## src/rtl/vault_key_entry.sv

```systemverilog
// Vault credential front-end: debounces key switches, collects keys within a timed window,
// grants P/VP for a bounded period and locks out after repeated failures. VAULT_ALARM_EN adds 'alarm'.
module vault_key_entry #(
    parameter int unsigned DEBOUNCE_CYCLES = 1000000,
    parameter int unsigned WINDOW_CYCLES   = 1000000000,
    parameter int unsigned GRANT_CYCLES    = 500000000,
    parameter int unsigned MAX_FAILS       = 3,
    parameter int unsigned LOCKOUT_CYCLES  = 32'd3000000000
) (
    input  logic       clk,
    input  logic       rst,
    input  logic       sw_p,
    input  logic [1:0] sw_vp,
    input  logic       sw_open,
    output logic       P,
    output logic [1:0] VP,
    output logic       Open,
    output logic [1:0] state,
    output logic [3:0] fail_cnt
`ifdef VAULT_ALARM_EN
    ,
    output logic       alarm
`endif
);

    localparam int unsigned NIN   = 4;
    localparam int unsigned DB_W  = (DEBOUNCE_CYCLES > 2) ? $clog2(DEBOUNCE_CYCLES) : 1;
    localparam int unsigned WIN_W = $clog2(WINDOW_CYCLES);
    localparam int unsigned GNT_W = $clog2(GRANT_CYCLES);
    localparam int unsigned LCK_W = $clog2(LOCKOUT_CYCLES);
    localparam int unsigned WG_W  = (WIN_W > GNT_W) ? WIN_W : GNT_W;
    localparam int unsigned MX_W  = (WG_W > LCK_W) ? WG_W : LCK_W;
    localparam int unsigned CNT_W = (MX_W > 0) ? MX_W : 1;

    typedef enum logic [1:0] {
        IDLE    = 2'd0,
        COLLECT = 2'd1,
        GRANT   = 2'd2,
        LOCKOUT = 2'd3
    } state_t;

    // Bit order: [0]=President, [2:1]=Vice-Presidents, [3]=bank-open
    logic [NIN-1:0]  sync1, sync2, db;
    logic [DB_W-1:0] db_cnt [NIN];
    logic [2:0]      db_d, key_rise;

    state_t           state_q, state_nxt;
    logic [CNT_W-1:0] cnt_q, cnt_nxt;
    logic [2:0]       keys_q, keys_nxt, keys_cand;
    logic [3:0]       fail_q, fail_nxt, fail_inc;
    logic [2:0]       auth_nxt;
    logic             open_nxt;
    logic             quorum;

    // Synchronize, debounce and detect debounced key rises
    always_ff @(posedge clk) begin
        if (rst) begin
            sync1    <= '0;
            sync2    <= '0;
            db       <= '0;
            db_d     <= '0;
            key_rise <= '0;
            for (int i = 0; i < NIN; i++) begin
                db_cnt[i] <= '0;
            end
        end else begin
            sync1    <= {sw_open, sw_vp, sw_p};
            sync2    <= sync1;
            db_d     <= db[2:0];
            key_rise <= db[2:0] & ~db_d;
            for (int i = 0; i < NIN; i++) begin
                if (sync2[i] == db[i]) begin
                    db_cnt[i] <= '0;
                end else if (db_cnt[i] == DB_W'(DEBOUNCE_CYCLES - 1)) begin
                    db[i]     <= sync2[i];
                    db_cnt[i] <= '0;
                end else begin
                    db_cnt[i] <= db_cnt[i] + DB_W'(1);
                end
            end
        end
    end

    always_ff @(posedge clk) begin
        if (rst) begin
            state_q <= IDLE;
            cnt_q   <= '0;
            keys_q  <= '0;
            fail_q  <= '0;
            P       <= 1'b0;
            VP      <= '0;
            Open    <= 1'b0;
        end else begin
            state_q <= state_nxt;
            cnt_q   <= cnt_nxt;
            keys_q  <= keys_nxt;
            fail_q  <= fail_nxt;
            P       <= auth_nxt[0];
            VP      <= auth_nxt[2:1];
            Open    <= open_nxt;
        end
    end

    // Quorum includes a key rising in the current cycle so a last-cycle key still wins
    always_comb begin
        state_nxt = state_q;
        cnt_nxt   = cnt_q + CNT_W'(1);
        keys_nxt  = keys_q;
        fail_nxt  = fail_q;
        auth_nxt  = {VP, P};
        keys_cand = keys_q | key_rise;
        fail_inc  = fail_q + 4'd1;
        quorum    = (keys_cand[0] & keys_cand[2]) | (keys_cand[0] & keys_cand[1]) |
                    (db[3] & keys_cand[0]) | (db[3] & keys_cand[2] & keys_cand[1]);

        case (state_q)
            IDLE: begin
                cnt_nxt  = '0;
                auth_nxt = '0;
                if (|key_rise) begin
                    keys_nxt = keys_cand;
                    if (quorum) begin
                        state_nxt = GRANT;
                        auth_nxt  = keys_cand;
                        fail_nxt  = '0;
                    end else begin
                        state_nxt = COLLECT;
                    end
                end
            end
            COLLECT: begin
                keys_nxt = keys_cand;
                if (quorum) begin
                    state_nxt = GRANT;
                    cnt_nxt   = '0;
                    auth_nxt  = keys_cand;
                    fail_nxt  = '0;
                end else if (cnt_q == CNT_W'(WINDOW_CYCLES - 1)) begin
                    keys_nxt  = '0;
                    cnt_nxt   = '0;
                    fail_nxt  = fail_inc;
                    state_nxt = (fail_inc == 4'(MAX_FAILS)) ? LOCKOUT : IDLE;
                end
            end
            GRANT: begin
                if (cnt_q == CNT_W'(GRANT_CYCLES - 1)) begin
                    state_nxt = IDLE;
                    cnt_nxt   = '0;
                    keys_nxt  = '0;
                    auth_nxt  = '0;
                end
            end
            LOCKOUT: begin
                auth_nxt = '0;
                if (cnt_q == CNT_W'(LOCKOUT_CYCLES - 1)) begin
                    state_nxt = IDLE;
                    cnt_nxt   = '0;
                    fail_nxt  = '0;
                end
            end
            default: begin
                state_nxt = IDLE;
                cnt_nxt   = '0;
                keys_nxt  = '0;
                auth_nxt  = '0;
            end
        endcase

        open_nxt = (state_nxt == LOCKOUT) ? 1'b0 : db[3];
    end

    assign state    = state_q;
    assign fail_cnt = fail_q;

`ifdef VAULT_ALARM_EN
    // High through lockout, plus a one-cycle pulse for any key turned while locked out
    always_ff @(posedge clk) begin
        if (rst) begin
            alarm <= 1'b0;
        end else begin
            alarm <= (state_nxt == LOCKOUT) | ((state_q == LOCKOUT) & (|key_rise));
        end
    end
`endif

endmodule

```

## config.mk

```make
export PLATFORM = sky130hd
export DESIGN_NAME = vault_key_entry
export DESIGN_NICKNAME = d
export VERILOG_FILES = /design/src/rtl/vault_key_entry.sv
export SDC_FILE = /design/constraint.sdc
export NUM_CORES = 1
export LEC_CHECK = 0
export BUFFER_PORTS_ARGS = -buffer_cell sky130_fd_sc_hd__buf_2
export CAP_MARGIN = 20
export CORE_MARGIN = 1.5
export CORE_UTILIZATION = 50
export CTS_CLUSTER_DIAMETER = 80
export CTS_CLUSTER_SIZE = 24
export DETAILED_ROUTE_END_ITERATION = 7
export HOLD_SLACK_MARGIN = 0.06
export MAX_ROUTING_LAYER = met4
export PLACE_DENSITY = 0.66
export SLEW_MARGIN = 40
export SYNTH_ARGS = -nofsm -noshare
export SYNTH_HDL_FRONTEND = slang
export SYNTH_SLANG_ARGS = --single-unit
```

## constraint.sdc

```tcl
create_clock -name clk -period 3.1 [get_ports clk]
set_input_delay 0.31 -clock clk [delete_from_list [all_inputs] [get_ports clk]]
set_output_delay 0.31 -clock clk [all_outputs]
set_load 0.1 [all_outputs]
```

==> results.cfg <==
[outcome]
status = completed

[hold_path]
worstHoldEndpoint = sync1[2]$_SDFF_PP0_
min_path_type = in2reg
min_path_cells = 2
min_from = sw_vp[1]

[routing]
drtIter0Drc = 341
drc = 0
wl_per_cell_um = 12.55
drtAntennaViolNets = 0
first_pass_iters = 5
wl_um = 12600
routed_via_density = 5.112
dr_total_vias = 5132

[job]
drv_cap = 0

[clock_network]
cts.sinks = 143
clock-root-buffer = clkbuf_16
tritoncts = yes
cts_setup_buffers = 0
cts_resized = 0
clk_latency_ps = 420
cts-hold-fix-buffers = 0
cts.clk_slew.worst_paths_ps = 60
htree_levels = 4
cts_made_buffers = 17
cts_buffer_depth = 2

[layout]
multi_input_comb_area_um2 = 3593
ff_latch_area_um2 = 3664
diodes = 0
nFillCells = 1166
layout_common_cells = nor2_1 (161), edfxtp_1 (80), conb_1 (80)
layout_commonest_cell = nor2_1
fin_nets = 828
layout-drive-gt1-share_pct = 7.282
area_growth_pct = 16.89

[sta]
worst_slew_pin_slew_ps = 682.9
hold_viol_final = 0
fin_ws_ps = 321.1
setup_viol_count_final = 0
period_needed_ps = 2779
clock_skew_ps = 7.530
timing.final.crit_share_pct = 89.64
max_freq_ghz = 0.3599
maxSlewHeadroom_pct = 54.47
timing.setup.tns_ps = 0
rsz0062_at_grt = false
whs_ps = 125.7
report.final.slew_viol_count = 0

[synthesis]
synth-edff-count = 80
syn_inst = 712
synthDistinctLibCells = 54
synth_seq_cells = 143
ys_seq_area_share_pct = 51.74
avgSynthCellArea_um2 = 9.945
synth_async_sr_flop_share_pct = 0
ys_warn_count = 0
syn_area_um2 = 7081
yosys_most_used_dff = edfxtp_1

[pwr]
seq_power_share_pct = 48.0
switchingPower_uw = 863.6
swShare_pct = 19.75
combPwrFrac_pct = 2.2
power.density_nw_per_um2 = 528.4
leakage_uw = 0.002852
worst_ir_drop_vdd_v = 0.0003953
power.internal_uw = 3510
power_frac_clock_pct = 49.7

[setup_path]
arrival_ps = 3080
crit_chain = ha_1 > nand3_2 > or4_4 > o31ai_1 > a21boi_0 > a31oi_1 > nor2b_1
setup.worst_path.start_class = register
crit_required_ps = 3410
critical_path.top_delay_family = compound AO/OA/AOI/OAI gates
worst-setup-path-type = reg2reg
critPathSlowestCell = or4_4
cp-end-kind = register
r2r_start = cnt_q[0]$_SDFF_PP0_
r2r_slack_ps = 320
critical_path.max_stage_delay_ps = 560
critPathMaxFanout = 5
worst-path-buf-inv = 0
r2r_cells = 7
r2r-end = keys_q[2]$_SDFFE_PP0P_

[grt]
gr-usage-met2_pct = 29.07
grt_usage_pct = 19.09
grt_max_degree = 34
grt_overflow = 0
antenna_found_initial = 0
grtUsageMet1_pct = 24.42
grt_pass1_vias = 4800
grt_pass1_wl_um = 21980
busiest_layer = met2
grt.met3_usage_pct = 4.026

[floorplanning]
core_area_um2 = 13830
rows = 43
die-area_um2 = 14880
dieWidth_um = 122
ios = 16
die_h_um = 122
start_util_pct = 51.21

[place]
gp_congestion = 0.7944
io_buffers = 15
hpwl_um = 8857
dp_slack_ps = 372.6
## cell families (layout without fill, tap and decap cells)
family                     after synthesis  in the layout  share of synthesized area (%)
buffers and inverters                   32             65                          1.696
adders and majority gates               11             11                          1.944
other                                    1             80                        0.05296
AOI/OAI and AO/OA                       38             38                          4.011
and+or+nand+nor                        376            376                          26.70
xor gates and xnor gates               104            104                          12.86
DFF                                    143            143                          51.74
muxes                                    7              7                         0.9896
## registers in the layout, indices dropped and copies added, names as in the netlist
register  flops
sync1         4
db            4
key_rise      3
db_cnt       80
keys_q        3
fail_cnt      4
db_d          3
VP            2
cnt_q        32
state         2
sync2         4
Open          1
P             1
## final cells by class
class,instances,share of cell area [%]
repair buffers,17,1.088
multi-input cells,616,43.42
well taps,180,2.721
clock buffers,22,6.243
clock inverters,10,1.542
inverters,16,0.7256
flip-flops and latches,143,44.26
## stage by stage
step	power (µW)	utilization, %	instance area [µm²]	cells
2_1_floorplan	2209	-	7377	791
3_3_place_gp	2231	55.20	7632	972
3_5_place_dp	2235	55.20	7632	972
4_1_cts	4419	59.86	8277	1004
5_1_grt	4522	59.86	8277	1004
6_report	4373	59.86	8277	1004
## how the worst max path moves through the flow
| stage | start | end | slack [ps] | depth (start not counted) |
|---|---|---|---|---|
| final | cnt_q[0]$_SDFF_PP0_ | keys_q[2]$_SDFFE_PP0P_ | 320 | 7 |
| after global routing | cnt_q[0]$_SDFF_PP0_ | keys_q[0]$_SDFFE_PP0P_ | 130 | 7 |
| after CTS | cnt_q[0]$_SDFF_PP0_ | Open$_SDFF_PP0_ | 370 | 7 |
| after detailed placement | cnt_q[0]$_SDFF_PP0_ | keys_q[1]$_SDFFE_PP0P_ | 370 | 7 |
| after global placement | cnt_q[0]$_SDFF_PP0_ | Open$_SDFF_PP0_ | 460 | 7 |
| after floorplan | fail_cnt[0]$_SDFFE_PP0P_ | Open$_SDFF_PP0_ | 110 | 7 |
## synthesized netlist by cell type (14+ instances only)
cell type / instances / area (µm²)
and3_1: 16 / 100.1
clkbuf_1: 14 / 52.55
dfxtp_1: 63 / 1261
edfxtp_1: 80 / 2402
inv_1: 16 / 60.06
nand2_1: 34 / 127.6
nand3_1: 49 / 245.2
nand4_1: 22 / 137.6
nor2_1: 161 / 604.3
nor2b_1: 25 / 156.4
xnor2_1: 59 / 516.8
xor2_1: 45 / 394.1
## power groups by stage
stage / clock network, µW / registers [µW] / logic, µW
floorplan: 0 / 2130 / 81.7
global placement: 0 / 2140 / 93.1
detailed placement: 0 / 2140 / 94.9
CTS: 2220 / 2100 / 96.1
global route: 2300 / 2110 / 113
finish: 2170 / 2100 / 97.7
## per-layer routing
| layer | part of all wire [%] | vias to the layer above |
|---|---|---|
| li1 | - | 2613 |
| met1 | 48 | 2423 |
| met2 | 47 | 78 |
| met3 | 3.4 | 18 |
| met4 | 1.7 | 0 |
| met5 | 0 | - |
No activity file was read; power rests on OpenSTA's default activity.
